File: config.mk
export PLATFORM = sky130hd
export DESIGN_NAME = regfile_scoreboard_flat
export DESIGN_NICKNAME = d
export VERILOG_FILES = /design/src/rtl/regfile_scoreboard_if.sv /design/src/rtl/regfile_scoreboard.sv /design/src/flat_wrapper.sv
export SDC_FILE = /design/constraint.sdc
export NUM_CORES = 1
export LEC_CHECK = 0
export ABC_AREA = 1
export BUFFER_PORTS_ARGS = -buffer_cell sky130_fd_sc_hd__buf_2
export CAP_MARGIN = 20
export CELL_PAD_IN_SITES_DETAIL_PLACEMENT = 1
export CELL_PAD_IN_SITES_GLOBAL_PLACEMENT = 1
export CORE_ASPECT_RATIO = 0.9
export CORE_UTILIZATION = 46
export DETAILED_ROUTE_END_ITERATION = 8
export HOLD_SLACK_MARGIN = 0.02
export PLACE_DENSITY_LB_ADDON = 0.08
export SYNTH_ARGS = -nofsm -noshare
export SYNTH_HDL_FRONTEND = slang
export SYNTH_SLANG_ARGS = --single-unit
File: constraint.sdc
create_clock -name clk -period 3.64 [get_ports clk]
set_clock_uncertainty 0.15 [all_clocks]
set_input_delay 0.546 -clock clk [delete_from_list [all_inputs] [get_ports clk]]
set_output_delay 0.546 -clock clk [all_outputs]
set_load 0.005 [all_outputs]
File: src/rtl/regfile_scoreboard_if.sv
// Decode/writeback handshake between the pipeline and the register scoreboard.
// The slave side is the scoreboard; the master side is decode/writeback control.
interface regfile_scoreboard_if #(
    parameter int DEPTH = 4
);
    logic [31:0]              issue_inst;
    logic                     issue_valid;
    logic                     wb_valid;
    logic                     stall;
    logic [4:0]               wb_rd;
    logic [31:0]              busy;
    logic [$clog2(DEPTH):0]   pending;
    logic                     err;

    modport master (
        output issue_inst, issue_valid, wb_valid,
        input  stall, wb_rd, busy, pending, err
    );
    modport slave (
        input  issue_inst, issue_valid, wb_valid,
        output stall, wb_rd, busy, pending, err
    );
endinterface

File: src/rtl/regfile_scoreboard.sv
// In-order write scoreboard: tracks outstanding register writes, stalls decode on
// RAW hazards or a full write queue, and retires writes oldest-first.
`ifndef OPC_LUI
`define OPC_LUI       7'b0110111
`define OPC_AUIPC     7'b0010111
`define OPC_JAL       7'b1101111
`define OPC_JALR      7'b1100111
`define OPC_BRANCH    7'b1100011
`define OPC_STORE     7'b0100011
`define OPC_LOAD      7'b0000011
`define OPC_ARI_RTYPE 7'b0110011
`define OPC_ARI_ITYPE 7'b0010011
`define OPC_NOOP      7'b0000000
`endif

module regfile_scoreboard #(
    parameter int DEPTH = 4
) (
    input logic                  clk,
    input logic                  rst,
    regfile_scoreboard_if.slave  sb
);
    localparam int AW = $clog2(DEPTH);
    localparam int PW = AW + 1;
    // Per-register counters are never narrower than 3 bits.
    localparam int CW = (PW < 3) ? 3 : PW;

    logic [CW-1:0] cnt [32];
    logic [4:0]    fifo [DEPTH];
    logic [AW-1:0] head, tail;
    logic [PW-1:0] pend;
    logic          err_q;

    logic [6:0]  opc;
    logic [4:0]  rs1, rs2, rd;
    logic        has_rd, has_rs1, has_rs2;
    logic        empty, full, raw_hit, stall_c, fire, pop;
    logic [4:0]  head_rd;
    logic [31:0] busy_v, busy_eff, inc, dec;

    assign opc = sb.issue_inst[6:0];
    assign rd  = sb.issue_inst[11:7];
    assign rs1 = sb.issue_inst[19:15];
    assign rs2 = sb.issue_inst[24:20];

    assign has_rd  = (opc != `OPC_BRANCH) && (opc != `OPC_STORE) && (opc != `OPC_NOOP) && (rd != 5'd0);
    assign has_rs1 = (opc != `OPC_LUI) && (opc != `OPC_AUIPC) && (opc != `OPC_JAL) && (opc != `OPC_NOOP);
    assign has_rs2 = (opc == `OPC_BRANCH) || (opc == `OPC_STORE) || (opc == `OPC_ARI_RTYPE);

    assign empty   = (pend == PW'(0));
    assign full    = (pend == PW'(DEPTH));
    assign head_rd = empty ? 5'd0 : fifo[head];
    assign pop     = sb.wb_valid && !empty;

    // A register whose last outstanding write retires this cycle is readable now.
    always_comb begin
        busy_v   = '0;
        busy_eff = '0;
        for (int r = 1; r < 32; r++) begin
            busy_v[r]   = (cnt[r] != CW'(0));
            busy_eff[r] = busy_v[r] &&
                          !(pop && (head_rd == 5'(r)) && (cnt[r] == CW'(1)));
        end
    end

    assign raw_hit = sb.issue_valid &&
                     ((has_rs1 && (rs1 != 5'd0) && busy_eff[rs1]) ||
                      (has_rs2 && (rs2 != 5'd0) && busy_eff[rs2]));
    // Full stalls regardless of a same-cycle pop.
    assign stall_c = sb.issue_valid && (raw_hit || full);
    assign fire    = sb.issue_valid && !stall_c && has_rd;

    always_comb begin
        inc = '0;
        dec = '0;
        if (fire) inc[rd] = 1'b1;
        if (pop)  dec[head_rd] = 1'b1;
    end

    always_ff @(posedge clk) begin
        if (rst) begin
            head  <= '0;
            tail  <= '0;
            pend  <= '0;
            err_q <= 1'b0;
            for (int r = 0; r < 32; r++) cnt[r] <= '0;
        end else begin
            if (fire) begin
                fifo[tail] <= rd;
                tail       <= tail + AW'(1);
            end
            if (pop) head <= head + AW'(1);
            pend <= pend + PW'(fire) - PW'(pop);
            for (int r = 0; r < 32; r++) begin
                if (inc[r] && !dec[r])      cnt[r] <= cnt[r] + CW'(1);
                else if (dec[r] && !inc[r]) cnt[r] <= cnt[r] - CW'(1);
            end
            if (sb.wb_valid && empty) err_q <= 1'b1;
        end
    end

    assign sb.stall   = stall_c;
    assign sb.wb_rd   = head_rd;
    assign sb.busy    = busy_v;
    assign sb.pending = pend;
    assign sb.err     = err_q;
endmodule

File: src/flat_wrapper.sv
// flat-port wrapper written by rule: the top's interface ports become plain ports
module regfile_scoreboard_flat 
#(
    parameter int DEPTH = 4
)
  (clk, rst, sb_issue_inst, sb_issue_valid, sb_wb_valid, sb_stall, sb_wb_rd, sb_busy, sb_pending, sb_err);
  regfile_scoreboard_if #(.DEPTH(DEPTH)) sb_i ();
  input logic clk;
  input logic rst;
  input wire logic [$bits(sb_i.issue_inst)-1:0] sb_issue_inst;
  input wire logic [$bits(sb_i.issue_valid)-1:0] sb_issue_valid;
  input wire logic [$bits(sb_i.wb_valid)-1:0] sb_wb_valid;
  output wire logic [$bits(sb_i.stall)-1:0] sb_stall;
  output wire logic [$bits(sb_i.wb_rd)-1:0] sb_wb_rd;
  output wire logic [$bits(sb_i.busy)-1:0] sb_busy;
  output wire logic [$bits(sb_i.pending)-1:0] sb_pending;
  output wire logic [$bits(sb_i.err)-1:0] sb_err;
  assign sb_i.issue_inst = sb_issue_inst;
  assign sb_i.issue_valid = sb_issue_valid;
  assign sb_i.wb_valid = sb_wb_valid;
  assign sb_stall = sb_i.stall;
  assign sb_wb_rd = sb_i.wb_rd;
  assign sb_busy = sb_i.busy;
  assign sb_pending = sb_i.pending;
  assign sb_err = sb_i.err;
  regfile_scoreboard #(.DEPTH(DEPTH)) u_core (.clk(clk), .rst(rst), .sb(sb_i));
endmodule
==> metrics.md, run 1 <==
| Metric | Value |
|---|---|
| Status | `finished, violations left` |
| Failing checks | `negative setup slack` |
| Cell Pwr Density | `432.8 mW/mm^2` |
| Shortest period the worst path allows | `roughly 3.7 ns` |
| CTS H-Tree Depth | `4` |
| DRC viols | `0` |
| Largest fanout on the critical path | `5` |
| CTS max path bufs | `2` |
| CTS Sinks | `about 120` |
| Hold path start | `sb_issue_inst[7]` |
| R2r startpoint | `u_core.sb.pending[0]` |
| Slew @ Worst Pin | `0.6633 ns` |
| TritonCTS buffer count | `17` |
| Top post-synthesis cells by area | `edfxtp_1, ha_1, nand2_1, nand3_1, inv_1` |
| Synthesis Warnings | `0` |
| Via density | `between 5 and 6` |
| Initial DRC Count | `about 780` |
| Async SR Flop Fraction | `0%` |
| Clock-pin slew on the worst setup and hold paths | `0.07 ns` |
| Req. time, crit path | `roughly 3.9 ns` |
| Worst slew margin | `55.73%` |
| RSZ-0062 raised after global routing | `yes` |
| Leakage | `around 6.4 nW` |
| Routed vias | `between 10000 and 15000` |
| Die height | `about 150 microns` |
| Slew Limit Fails | `0` |
| Initial core utilization | `47.47%` |
| DR WL met3 | `2014 microns` |
| EDFF count, synth | `roughly 110` |
| Clock Root Buffer | `clkbuf_16` |
| Core area | `0.02277 sq mm` |
| Clock latency on the worst-skew pair | `~0.44 ns` |
| Final setup viols | `7` |
| Vias in the first global route | `10370` |
| CTS tree | `done` |
| Max Cap Viol | `0` |
| IO Port Bufs | `66` |
| Hold Crit Class | `input port to register` |
| Fin crit share | `101.9%` |
| Final ANT Viol Nets | `0` |
| Met1 Routed Length | `15320 microns` |
| VDD IR-drop max | `0.0003736 V` |
| Top Layer Used | `met4` |
| Element type at the critical path end | `register` |
| Total GRT Usage | `29.84%` |
| CTS Hold Bufs | `0` |
| Post-Syn Area | `about 0.011 sq mm` |
| Avg Cell Area, Syn | `7.799 sq um` |
| Post-Route Setup TNS | `-0.08453 ns` |
| Die Area | `roughly 0.024 sq mm` |
| Area leader, netlist | `edfxtp_1` |
| Area delta synth->final | `24.27%` |
| Grt total ovfl | `0` |
| Gp weighted congestion | `approximately 0.91` |
| Final WS setup | `-0.06908 ns` |
| Met2 WL | `between 15000 and 20000 microns` |
| Ports | `78` |
| Layout net count | `between 1500 and 2000` |
| Setup CP Type | `register to register` |
| Share of cells above drive strength 1 | `22.93%` |
| Initial antenna violation count | `0` |
| Crit start category | `register` |
| Pre-antenna DRT Iters | `5` |
| Yosys cell types | `41` |
| Final Hold Vio Count | `0` |
| Syn_nets | `1553` |
| Final WL | `36620 microns` |
| First-pass GRT wire length | `between 50000 and 60000 microns` |
| Drt wl/cell | `19.61 microns` |
| Synth Flop Type | `edfxtp_1` |
| Mapped Cells | `1386` |
| Yosys top cell area share | `31.39%` |
| FMAX | `between 0.2 and 0.3 GHz` |
| Synth Register Bits | `~120` |
| Worst EP arrival | `~3.9 ns` |
| Die width | `between 150 and 200 microns` |
| Hold WS | `about 0.26 ns` |
| Sequential share of the synthesized area | `about a third` |
| Largest net degree at the start of global routing | `45` |
| Critical path startpoint | `u_core.sb.pending[0]` |
| DP HPWL | `25950 microns` |
| Std-Cell Rows | `52` |
-- logic make-up after synthesis --
| group | Yosys count | share of synthesized area (%) |
|---|---|---|
| buf+inv | 255 | 9.237 |
| fa+ha+maj | 131 | 15.23 |
| compound gates | 40 | 1.991 |
| other cells | 1 | 0.03469 |
| flops | 123 | 33.24 |
| simple gates | 773 | 35.15 |
| xor+xnor | 63 | 5.105 |
-- metrics by stage --
stage | setup slack, ns | power, mW | cell area [sq um] | utilization, % | instances
floorplan | 0.2688 | 2.907 | 10810 | - | 1386
global placement | 0.001513 | 3.530 | 12100 | 53.15 | 1806
detailed placement | -0.09829 | 3.606 | 12100 | 53.15 | 1806
CTS | 0.0005704 | 5.572 | 12880 | 56.58 | 1844
global route | -0.3034 | 6.063 | 13430 | 58.98 | 1867
finish | -0.06908 | 5.814 | 13430 | 58.99 | 1868
-- flip-flops by register name, indices dropped and copies added (netlist names), named ones only --
signal,cells
u_core.head,2
u_core.sb.err,1
u_core.cnt,93
u_core.fifo,20
u_core.sb.pending,3
u_core.tail,2
-- power breakdown --
part	switching, mW	total, mW	internal, mW	leakage, nW
combinational	1.37	2.19	0.813	4.88
sequential	0.110	1.79	1.68	1.22
clock	0.811	1.84	1.03	0.307
-- worst max-delay path, cell delays in order (launching register included) --
cell	delay [ns]
dfxtp_1	0.40
nor2_2	0.08
nand2_4	0.11
inv_6	0.06
nor2_8	0.12
nand3_4	0.11
buf_8	0.16
nor2_4	0.22
nand3_1	0.15
nand3_1	0.09
nand3_1	0.09
nand3_1	0.10
nand3_1	0.07
nand2_1	0.07
nand2_1	0.05
nand3_2	0.09
nand4_1	0.15
nor2_4	0.27
ha_4	0.17
inv_2	0.04
fa_2	0.38
xor2_1	0.23
o21ai_1	0.12
a21oi_1	0.13
-- path summary, 6_finish.rpt --
path                                        endpoint  slack [ns]  cells past startpoint
worst min-delay path               u_core.fifo[0][0]        0.26                      1
worst max register to register  u_core.sb.pending[2]       -0.07                     23
worst min register to register              register        0.33                      2
worst max-delay path            u_core.sb.pending[2]       -0.07                     23
-- what timing repair did --
action / CTS / global route
gates resized for setup: 26 / 98
setup endpoints to repair: 151 / 189
buffers inserted: 6 / 22
pin swaps: 12 / 57
gates cloned: 0 / 1
-- synthesized netlist by cell type, types with 3 or more instances --
cell type and n:
nor3_1 18, inv_2 7, nand3_2 7, buf_4 3, o21ai_0 8, a21oi_1 20, buf_6 3, o21ai_1 7
nor2_8 5, nor2_2 3, nor2_4 10, ha_1 130, nand2_1 284, nor2_1 122, nand3b_1 39, xnor2_1 32
inv_1 211, nand2_2 17, dfxtp_1 10, clkbuf_1 20, buf_1 5, xor2_1 31, edfxtp_1 113, nand3_1 199
nand4_1 58, nand2_4 3
-- layout make-up --
type	count	area (sq um)
fillers	2825	9339
multi-input cells	1009	6605
flip-flops and latches	123	3598
repair buffers	184	1388
inverters	222	848.3
clock buffers	18	450.4
well taps	297	371.6
clock inverters	14	168.9
diodes	1	2.502
-- per-layer routing --
metal,vias up,track usage [%]
met5,-,0
met3,69,4.461
li1,4882,-
met2,320,51.46
met4,0,9.861
met1,5098,38.06
-- cell usage in the layout (no fill, tap or decap), types with 3 or more instances in the layout --
cell and n:
nand2_1 248, inv_1 207, nand3_1 169, ha_1 129, nor2_1 118, edfxtp_1 113
buf_4 93, buf_2 66, nand4_1 58, nand2_2 45, nand3b_1 39, nand3_2 33
xnor2_1 32, xor2_1 31, a21oi_1 19, nor3_1 18, clkbuf_16 18, buf_6 15
nor2_4 14, nand2_4 11, inv_2 10, buf_12 8, dfxtp_1 8, o21ai_0 7
inv_8 7, nand3_4 6, nor2_8 5, nor2_2 4, inv_6 4, o21ai_2 4
o21ai_1 4, clkinv_4 3
Power figures use the tool's default switching activity.
==> run 2: changes to the inputs <==
--- a/config.mk
+++ b/config.mk
@@ -7,14 +7,14 @@
 export LEC_CHECK = 0
 export ABC_AREA = 1
 export BUFFER_PORTS_ARGS = -buffer_cell sky130_fd_sc_hd__buf_2
-export CAP_MARGIN = 20
 export CELL_PAD_IN_SITES_DETAIL_PLACEMENT = 1
 export CELL_PAD_IN_SITES_GLOBAL_PLACEMENT = 1
 export CORE_ASPECT_RATIO = 0.9
 export CORE_UTILIZATION = 46
 export DETAILED_ROUTE_END_ITERATION = 8
 export HOLD_SLACK_MARGIN = 0.02
-export PLACE_DENSITY_LB_ADDON = 0.08
+export PLACE_DENSITY_LB_ADDON = 0.1
+export SLEW_MARGIN = 20
 export SYNTH_ARGS = -nofsm -noshare
 export SYNTH_HDL_FRONTEND = slang
 export SYNTH_SLANG_ARGS = --single-unit
==> metrics.md, run 2 (synthesis results as in run 1) <==
| Metric | Value |
|---|---|
| Top reg by flops | `u_core.cnt` |
| Cell Pwr Density | `440.5 mW/mm^2 (+1.8%)` |
| Status | `finished, violations left` |
| Placement Setup Slack | `-0.2299 ns (-0.1316 ns)` |
| CTS max path bufs | `2 (unchanged)` |
| Share of cells above drive strength 1 | `23.07% (+0.14 points)` |
| Die height | `147.4 microns (unchanged)` |
| Routed vias | `10390 (+0.16%)` |
| Hold WS | `0.2675 ns (+0.003432 ns)` |
| Worst setup path end | `u_core.sb.pending[2]` |
| Via density | `5.578 (+0.49%)` |
| Final WS setup | `-0.1099 ns (-0.04084 ns)` |
| Total GRT Usage | `30.05% (+0.21 points)` |
| Slew @ Worst Pin | `0.7063 ns (+0.04295 ns)` |
| Number of fill cells in the layout | `2801 (-0.85%)` |
| Final setup viols | `31 (+24)` |
| Initial DRC Count | `819 (+5.7%)` |
| Vias in the first global route | `10460 (+0.91%)` |
| Clock-pin slew on the worst setup and hold paths | `0.07 ns (about the same)` |
| Element type at the critical path end | `register` |
| CTS tree | `done` |
| DRC viols | `0 (unchanged)` |
| Std-Cell Rows | `52 (unchanged)` |
| Setup CP Type | `register to register` |
| Initial antenna violation count | `0 (unchanged)` |
| Placed cells | `1805 (-0.055%)` |
| Pre-antenna DRT Iters | `6 (+1)` |
| Shortest period the worst path allows | `3.750 ns (+0.04084 ns)` |
| Core area | `0.02277 sq mm (unchanged)` |
| Overall Power | `5.943 mW (+2.2%)` |
| DP HPWL | `25570 microns (-1.5%)` |
| Die width | `163.6 microns (unchanged)` |
| VDD IR-drop max | `0.0002734 V (-27%)` |
| Die Area | `0.02412 sq mm (unchanged)` |
| Hold Crit Class | `input port to register` |
| CTS Sinks | `123 (unchanged)` |
| IO Port Bufs | `66 (unchanged)` |
| Fin crit share | `103.0% (+1.1 points)` |
| TritonCTS buffer count | `17 (unchanged)` |
| Final ANT Viol Nets | `0 (unchanged)` |
| R2R Setup Slk | `-0.11 ns (-0.04 ns)` |
| Leakage | `6.452 nW (+0.67%)` |
| Crit start category | `register` |
| Worst slew margin | `52.86% (-2.9 points)` |
| Largest register FFs | `93 (unchanged)` |
| First-pass GRT wire length | `55260 microns (+1.1%)` |
| Gp weighted congestion | `0.8552 (-6.0%)` |
| Drt wl/cell | `19.89 microns (+1.5%)` |
| CTS H-Tree Depth | `4 (unchanged)` |
| Max Cap Viol | `0 (unchanged)` |
| Clock Root Buffer | `clkbuf_16` |
| Req. time, crit path | `3.86 ns (about the same)` |
| CTS Hold Bufs | `0 (unchanged)` |
| Most common cell after layout, fill and taps aside | `nand2_1` |
| Area delta synth->final | `24.82%` |
| Slew Limit Fails | `0 (unchanged)` |
| Final core occ | `59.25% (+0.26 points)` |
| Fin cells | `1862 (-0.32%)` |
| Final WL | `37040 microns (+1.1%)` |
| Failing checks | `negative setup slack` |
| Worst EP arrival | `3.97 ns (+0.03 ns)` |
| RR Endpoint | `u_core.sb.pending[2]` |
| Largest fanout on the critical path | `5 (unchanged)` |
| Layout net count | `1719 (-0.29%)` |
| R2R cell count | `24 (+4.3%)` |
| Largest net degree at the start of global routing | `100 (+120%)` |
| RSZ-0062 raised after global routing | `yes` |
| Ant diodes | `0 (-1)` |
| Grt total ovfl | `0 (unchanged)` |
| Initial core utilization | `47.47% (unchanged)` |
| FMAX | `0.2667 GHz (-1.1%)` |
| Clock latency on the worst-skew pair | `0.44 ns (about the same)` |
| Final Hold Vio Count | `0 (unchanged)` |
| Most frequent cells in the layout | `nand2_1, inv_1, nand3_1, ha_1, nor2_1` |
| Ports | `78 (unchanged)` |
-- run 2: changes by cell type in the layout (fill, tap and decap cells not counted), moves of 4 or more --
| cell | delta |
|---|---|
| buf_6 | -9 |
| buf_12 | +4 |
| nand2_2 | -4 |
| nand2_4 | +4 |
-- run 2: worst max-delay path, stage by stage, from the launching register on --
cell and delay (ns):
dfxtp_4 0.41, buf_6 0.13, nand2_2 0.06, nand3_2 0.13
nand3_4 0.13, buf_6 0.15, nor3_4 0.13, buf_6 0.16
nand3b_1 0.15, nand3_2 0.14, nand3_2 0.08, nand2_2 0.08
nand2_1 0.05, nand3_1 0.07, nand3_1 0.10, nand3_2 0.12
nand4_1 0.14, nor2_2 0.17, buf_6 0.15, ha_1 0.16
inv_1 0.06, fa_2 0.35, xor2_2 0.16, buf_4 0.13
a21oi_2 0.12
-- run 2: final cells by class --
cell class | instances | area [sq um] | area share, %
Timing Repair Buffer | 180 | 1391 | 10.31
Clock buffer | 17 | 425.4 | 3.153
Tap cell | 297 | 371.6 | 2.754
Multi-Input combinational cell | 1008 | 6658 | 49.35
Sequential cell | 123 | 3597 | 26.66
Inverter | 222 | 848.3 | 6.288
Clock inverter | 15 | 200.2 | 1.484
-- run 2: where the power goes --
part / switching (mW) / internal (mW)
registers: 0.108 / 1.68
clock network: 0.798 / 1.05
logic: 1.42 / 0.887
-- run 2: timing repair --
action	in CTS	in global routing
gates cloned	1	1
setup buffers	8	16
resized for setup	17	116
endpoints found under the setup margin	147	155
pin swaps	8	37
-- run 2: worst min-delay path by stage --
stage | startpoint | endpoint | depth (start not counted)
final | sb_issue_inst[7] | u_core.fifo[1][0] | 1
after global routing | sb_issue_inst[7] | u_core.fifo[1][0] | 1
after CTS | sb_issue_inst[7] | u_core.fifo[3][0] | 1
after detailed placement | u_core.head[1] | u_core.head[1] | 2
after global placement | u_core.head[1] | register | 2
after floorplan | u_core.head[1] | register | 2
-- run 2: stage by stage --
step	area, sq um	setup TNS [ns]
3_3_place_gp	12100	-0.5601
4_1_cts	12900	-0.01602
6_report	13490	-0.7636
2_1_floorplan	10810	0
3_5_place_dp	12100	-6.890
5_1_grt	13490	-19.82
-- run 2: routing by layer --
metal / global-route usage (%) / share of wire, %
met1: 37.76 / 42
met4: 11.71 / 3.1
met3: 4.461 / 6.3
met2: 51.74 / 49
met5: 0 / 0
==> run 3: changes to the inputs <==
==> constraint.sdc (replaced) <==
create_clock -name clk -period 3.64 [get_ports clk]
set_clock_uncertainty 0.15 [all_clocks]
set_input_delay 0.546 -clock clk [delete_from_list [all_inputs] [get_ports clk]]
set_output_delay 0.546 -clock clk [all_outputs]
set_load 0.01 [all_outputs]
==> metrics.md, run 3 (synthesis results as in run 1) <==
| Metric | Value |
|---|---|
| Status | `finished, violations left` |
| Failing checks | `negative setup slack` |
| Cell Pwr Density | `441.2 mW/mm^2 (+0.16%)` |
| Clock latency on the worst-skew pair | `0.44 ns (about the same)` |
| Crit path max-delay family | `simple AND/OR/NAND/NOR gates` |
| RSZ-0062 raised after global routing | `yes` |
| Switching Share | `39.24% (+0.16 points)` |
| Number of fill cells in the layout | `2813 (+0.43%)` |
| Worst slew margin | `52.06% (-0.80 points)` |
| Crit-path slowest cell | `dfxtp_4` |
| Req. time, crit path | `3.87 ns (about the same)` |
| CTS Sinks | `123 (unchanged)` |
| Clock Root Buffer | `clkbuf_16` |
| Worst EP arrival | `3.89 ns (-0.08 ns)` |
| Initial DRC Count | `742 (-9.4%)` |
| Ports | `78 (unchanged)` |
| IO Port Bufs | `66 (unchanged)` |
| Crit path depth | `24 (unchanged)` |
| Share of cells above drive strength 1 | `21.56% (-1.5 points)` |
| R2R Setup Slk | `-0.02 ns (+0.09 ns)` |
| Slew Limit Fails | `0 (unchanged)` |
| Reg area | `0.003598 sq mm (about the same)` |
| Routed vias | `10280 (-0.98%)` |
| Initial core utilization | `47.47% (unchanged)` |
| Clock-pin slew on the worst setup and hold paths | `0.07 ns (about the same)` |
| DRC viols | `0 (unchanged)` |
| Max Cap Viol | `0 (unchanged)` |
| Placed cells | `1805 (unchanged)` |
| Most frequent CP cell | `nand3_1` |
| Final WL | `36180 microns (-2.3%)` |
| R2R cell count | `24 (unchanged)` |
| Die height | `147.4 microns (unchanged)` |
| Overall Power | `5.892 mW (-0.84%)` |
| Total GRT Usage | `29.36% (-0.69 points)` |
| Multi-input gate area | `0.006578 sq mm (-1.2%)` |
| Comb pwr share | `38.5% (-0.2 points)` |
| Die width | `163.6 microns (unchanged)` |
| Sequential power share | `30.3% (+0.2 points)` |
| Area delta synth->final | `23.57%` |
| First-pass GRT wire length | `54150 microns (-2.0%)` |
| Largest net degree at the start of global routing | `100 (unchanged)` |
| Switching pwr | `2.312 mW (-0.43%)` |
| Hold Path Depth | `1 (unchanged)` |
| Top reg by flops | `u_core.cnt` |
| Critical path cell sequence | `buf_8, nand2_4, nand3_4, buf_4, nand3_4, buf_4, nor2_4, nand3_1, nand3_1, nand3_1, nand3_1, nand3_1, nand2_1, nand2_1, nand3_2, nand4_1, nor2_2, buf_6, ha_4, inv_2, fa_2, xor2_2, buf_4, a21oi_2` |
| Final core occ | `58.65% (-0.59 points)` |
| Via density | `5.526 (-0.93%)` |
| Placement Setup Slack | `-0.2299 ns (unchanged)` |
| Final Hold Vio Count | `0 (unchanged)` |
| Vias in the first global route | `10340 (-1.2%)` |
| Layout net count | `1717 (-0.12%)` |
| Std-Cell Rows | `52 (unchanged)` |
| Die Area | `0.02412 sq mm (unchanged)` |
| Pre-antenna DRT Iters | `5 (-1)` |
| Leakage | `6.393 nW (-0.92%)` |
| CTS max path bufs | `2 (unchanged)` |
| Setup CP Type | `register to register` |
| Final ANT Viol Nets | `0 (unchanged)` |
| Crit start category | `register` |
| CTS H-Tree Depth | `4 (unchanged)` |
| Clock Power Share | `31.2% (about the same)` |
| Hold WS | `0.2719 ns (+0.004406 ns)` |
| Largest register FFs | `93 (unchanged)` |
| Fin cells | `1861 (-0.054%)` |
| Final setup viols | `5 (-84%)` |
| FMAX | `0.2730 GHz (+2.4%)` |
| Hold Crit Class | `input port to register` |
| Most frequent cells in the layout | `nand2_1, inv_1, nand3_1, ha_1, nor2_1` |
| Most common cell after layout, fill and taps aside | `nand2_1` |
| Critical Path Max Stage Delay | `0.41 ns (about the same)` |
| DP HPWL | `25570 microns (unchanged)` |
| Fin crit share | `100.6% (-2.4 points)` |
| TritonCTS buffer count | `17 (unchanged)` |
| Hold path start | `sb_issue_inst[7]` |
| VDD IR-drop max | `0.0002662 V (-2.6%)` |
| Drt wl/cell | `19.44 microns (-2.3%)` |
| Internal Power | `3.580 mW (-1.1%)` |
| Initial antenna violation count | `0 (unchanged)` |
| Final WS setup | `-0.02318 ns (+0.08674 ns)` |
| Slew @ Worst Pin | `0.7183 ns (+0.01206 ns)` |
| CTS tree | `done` |
| Largest fanout on the critical path | `6 (+1)` |
| Grt total ovfl | `0 (unchanged)` |
| CP Buf/Inv Count | `6 (unchanged)` |
| Shortest period the worst path allows | `3.663 ns (-0.08674 ns)` |
| Gp weighted congestion | `0.8552 (unchanged)` |
| Core area | `0.02277 sq mm (unchanged)` |
| Element type at the critical path end | `register` |
## run 3: final timing paths
check | to
setup / recovery | u_core.sb.pending[2]
setup reg to reg | u_core.sb.pending[2]
hold / removal | u_core.fifo[3][0]
hold reg to reg | u_core.sb.err
## run 3: what timing repair did
item                                    in CTS  in global routing
hold buffers                                 0                  0
gates cloned                                 0                  3
pin swaps                                    2                 44
resized for setup                           12                 88
endpoints found under the setup margin     147                134
hold endpoints to repair                     0                  0
buffers inserted                             1                 19
## run 3: layer usage
| metal | wire, microns | part of all wire [%] | track usage, % |
|---|---|---|---|
| met1 | 15060 | 42 | 37.22 |
| met2 | 17740 | 49 | 50.51 |
| met3 | 2204 | 6.1 | 4.209 |
| met4 | 1170 | 3.2 | 10.93 |
| met5 | 0 | 0 | 0 |
## run 3: final cells by class
type / instances / area share [%]
Antenna cell: 1 / 0.01874
Clock buffer: 17 / 3.185
Clock inverter: 15 / 1.499
Inverter: 222 / 6.333
Multi-Input combinational cell: 1009 / 49.25
Sequential cell: 123 / 26.94
Tap cell: 297 / 2.782
Timing Repair Buffer: 177 / 9.995
## run 3: power by group through the flow
stage / Combinational [mW] / Sequential (mW) / Clock, mW
global route: 2.42 / 1.80 / 1.90
floorplan: 1.14 / 1.79 / 0
global placement: 1.74 / 1.80 / 0
detailed placement: 1.81 / 1.81 / 0
finish: 2.27 / 1.79 / 1.84
CTS: 1.86 / 1.79 / 1.87
## run 3: worst reg2reg max path, delay by kind of cell, from the launching register on
| family | cells | cell delay (ns) |
|---|---|---|
| xor+xnor | 1 | 0.17 |
| compound gates | 1 | 0.10 |
| fa+ha+maj | 2 | 0.53 |
| buf+inv | 6 | 0.78 |
| simple gates | 14 | 1.49 |
| flops | 1 | 0.41 |
## run 3: through the flow
| stage | cell area [sq um] | TNS [ns] |
|---|---|---|
| 2_1_floorplan | 10810 | 0 |
| 3_3_place_gp | 12100 | -0.5601 |
| 3_5_place_dp | 12100 | -6.890 |
| 4_1_cts | 12770 | 0 |
| 5_1_grt | 13350 | -11.83 |
| 6_report | 13360 | -0.04507 |
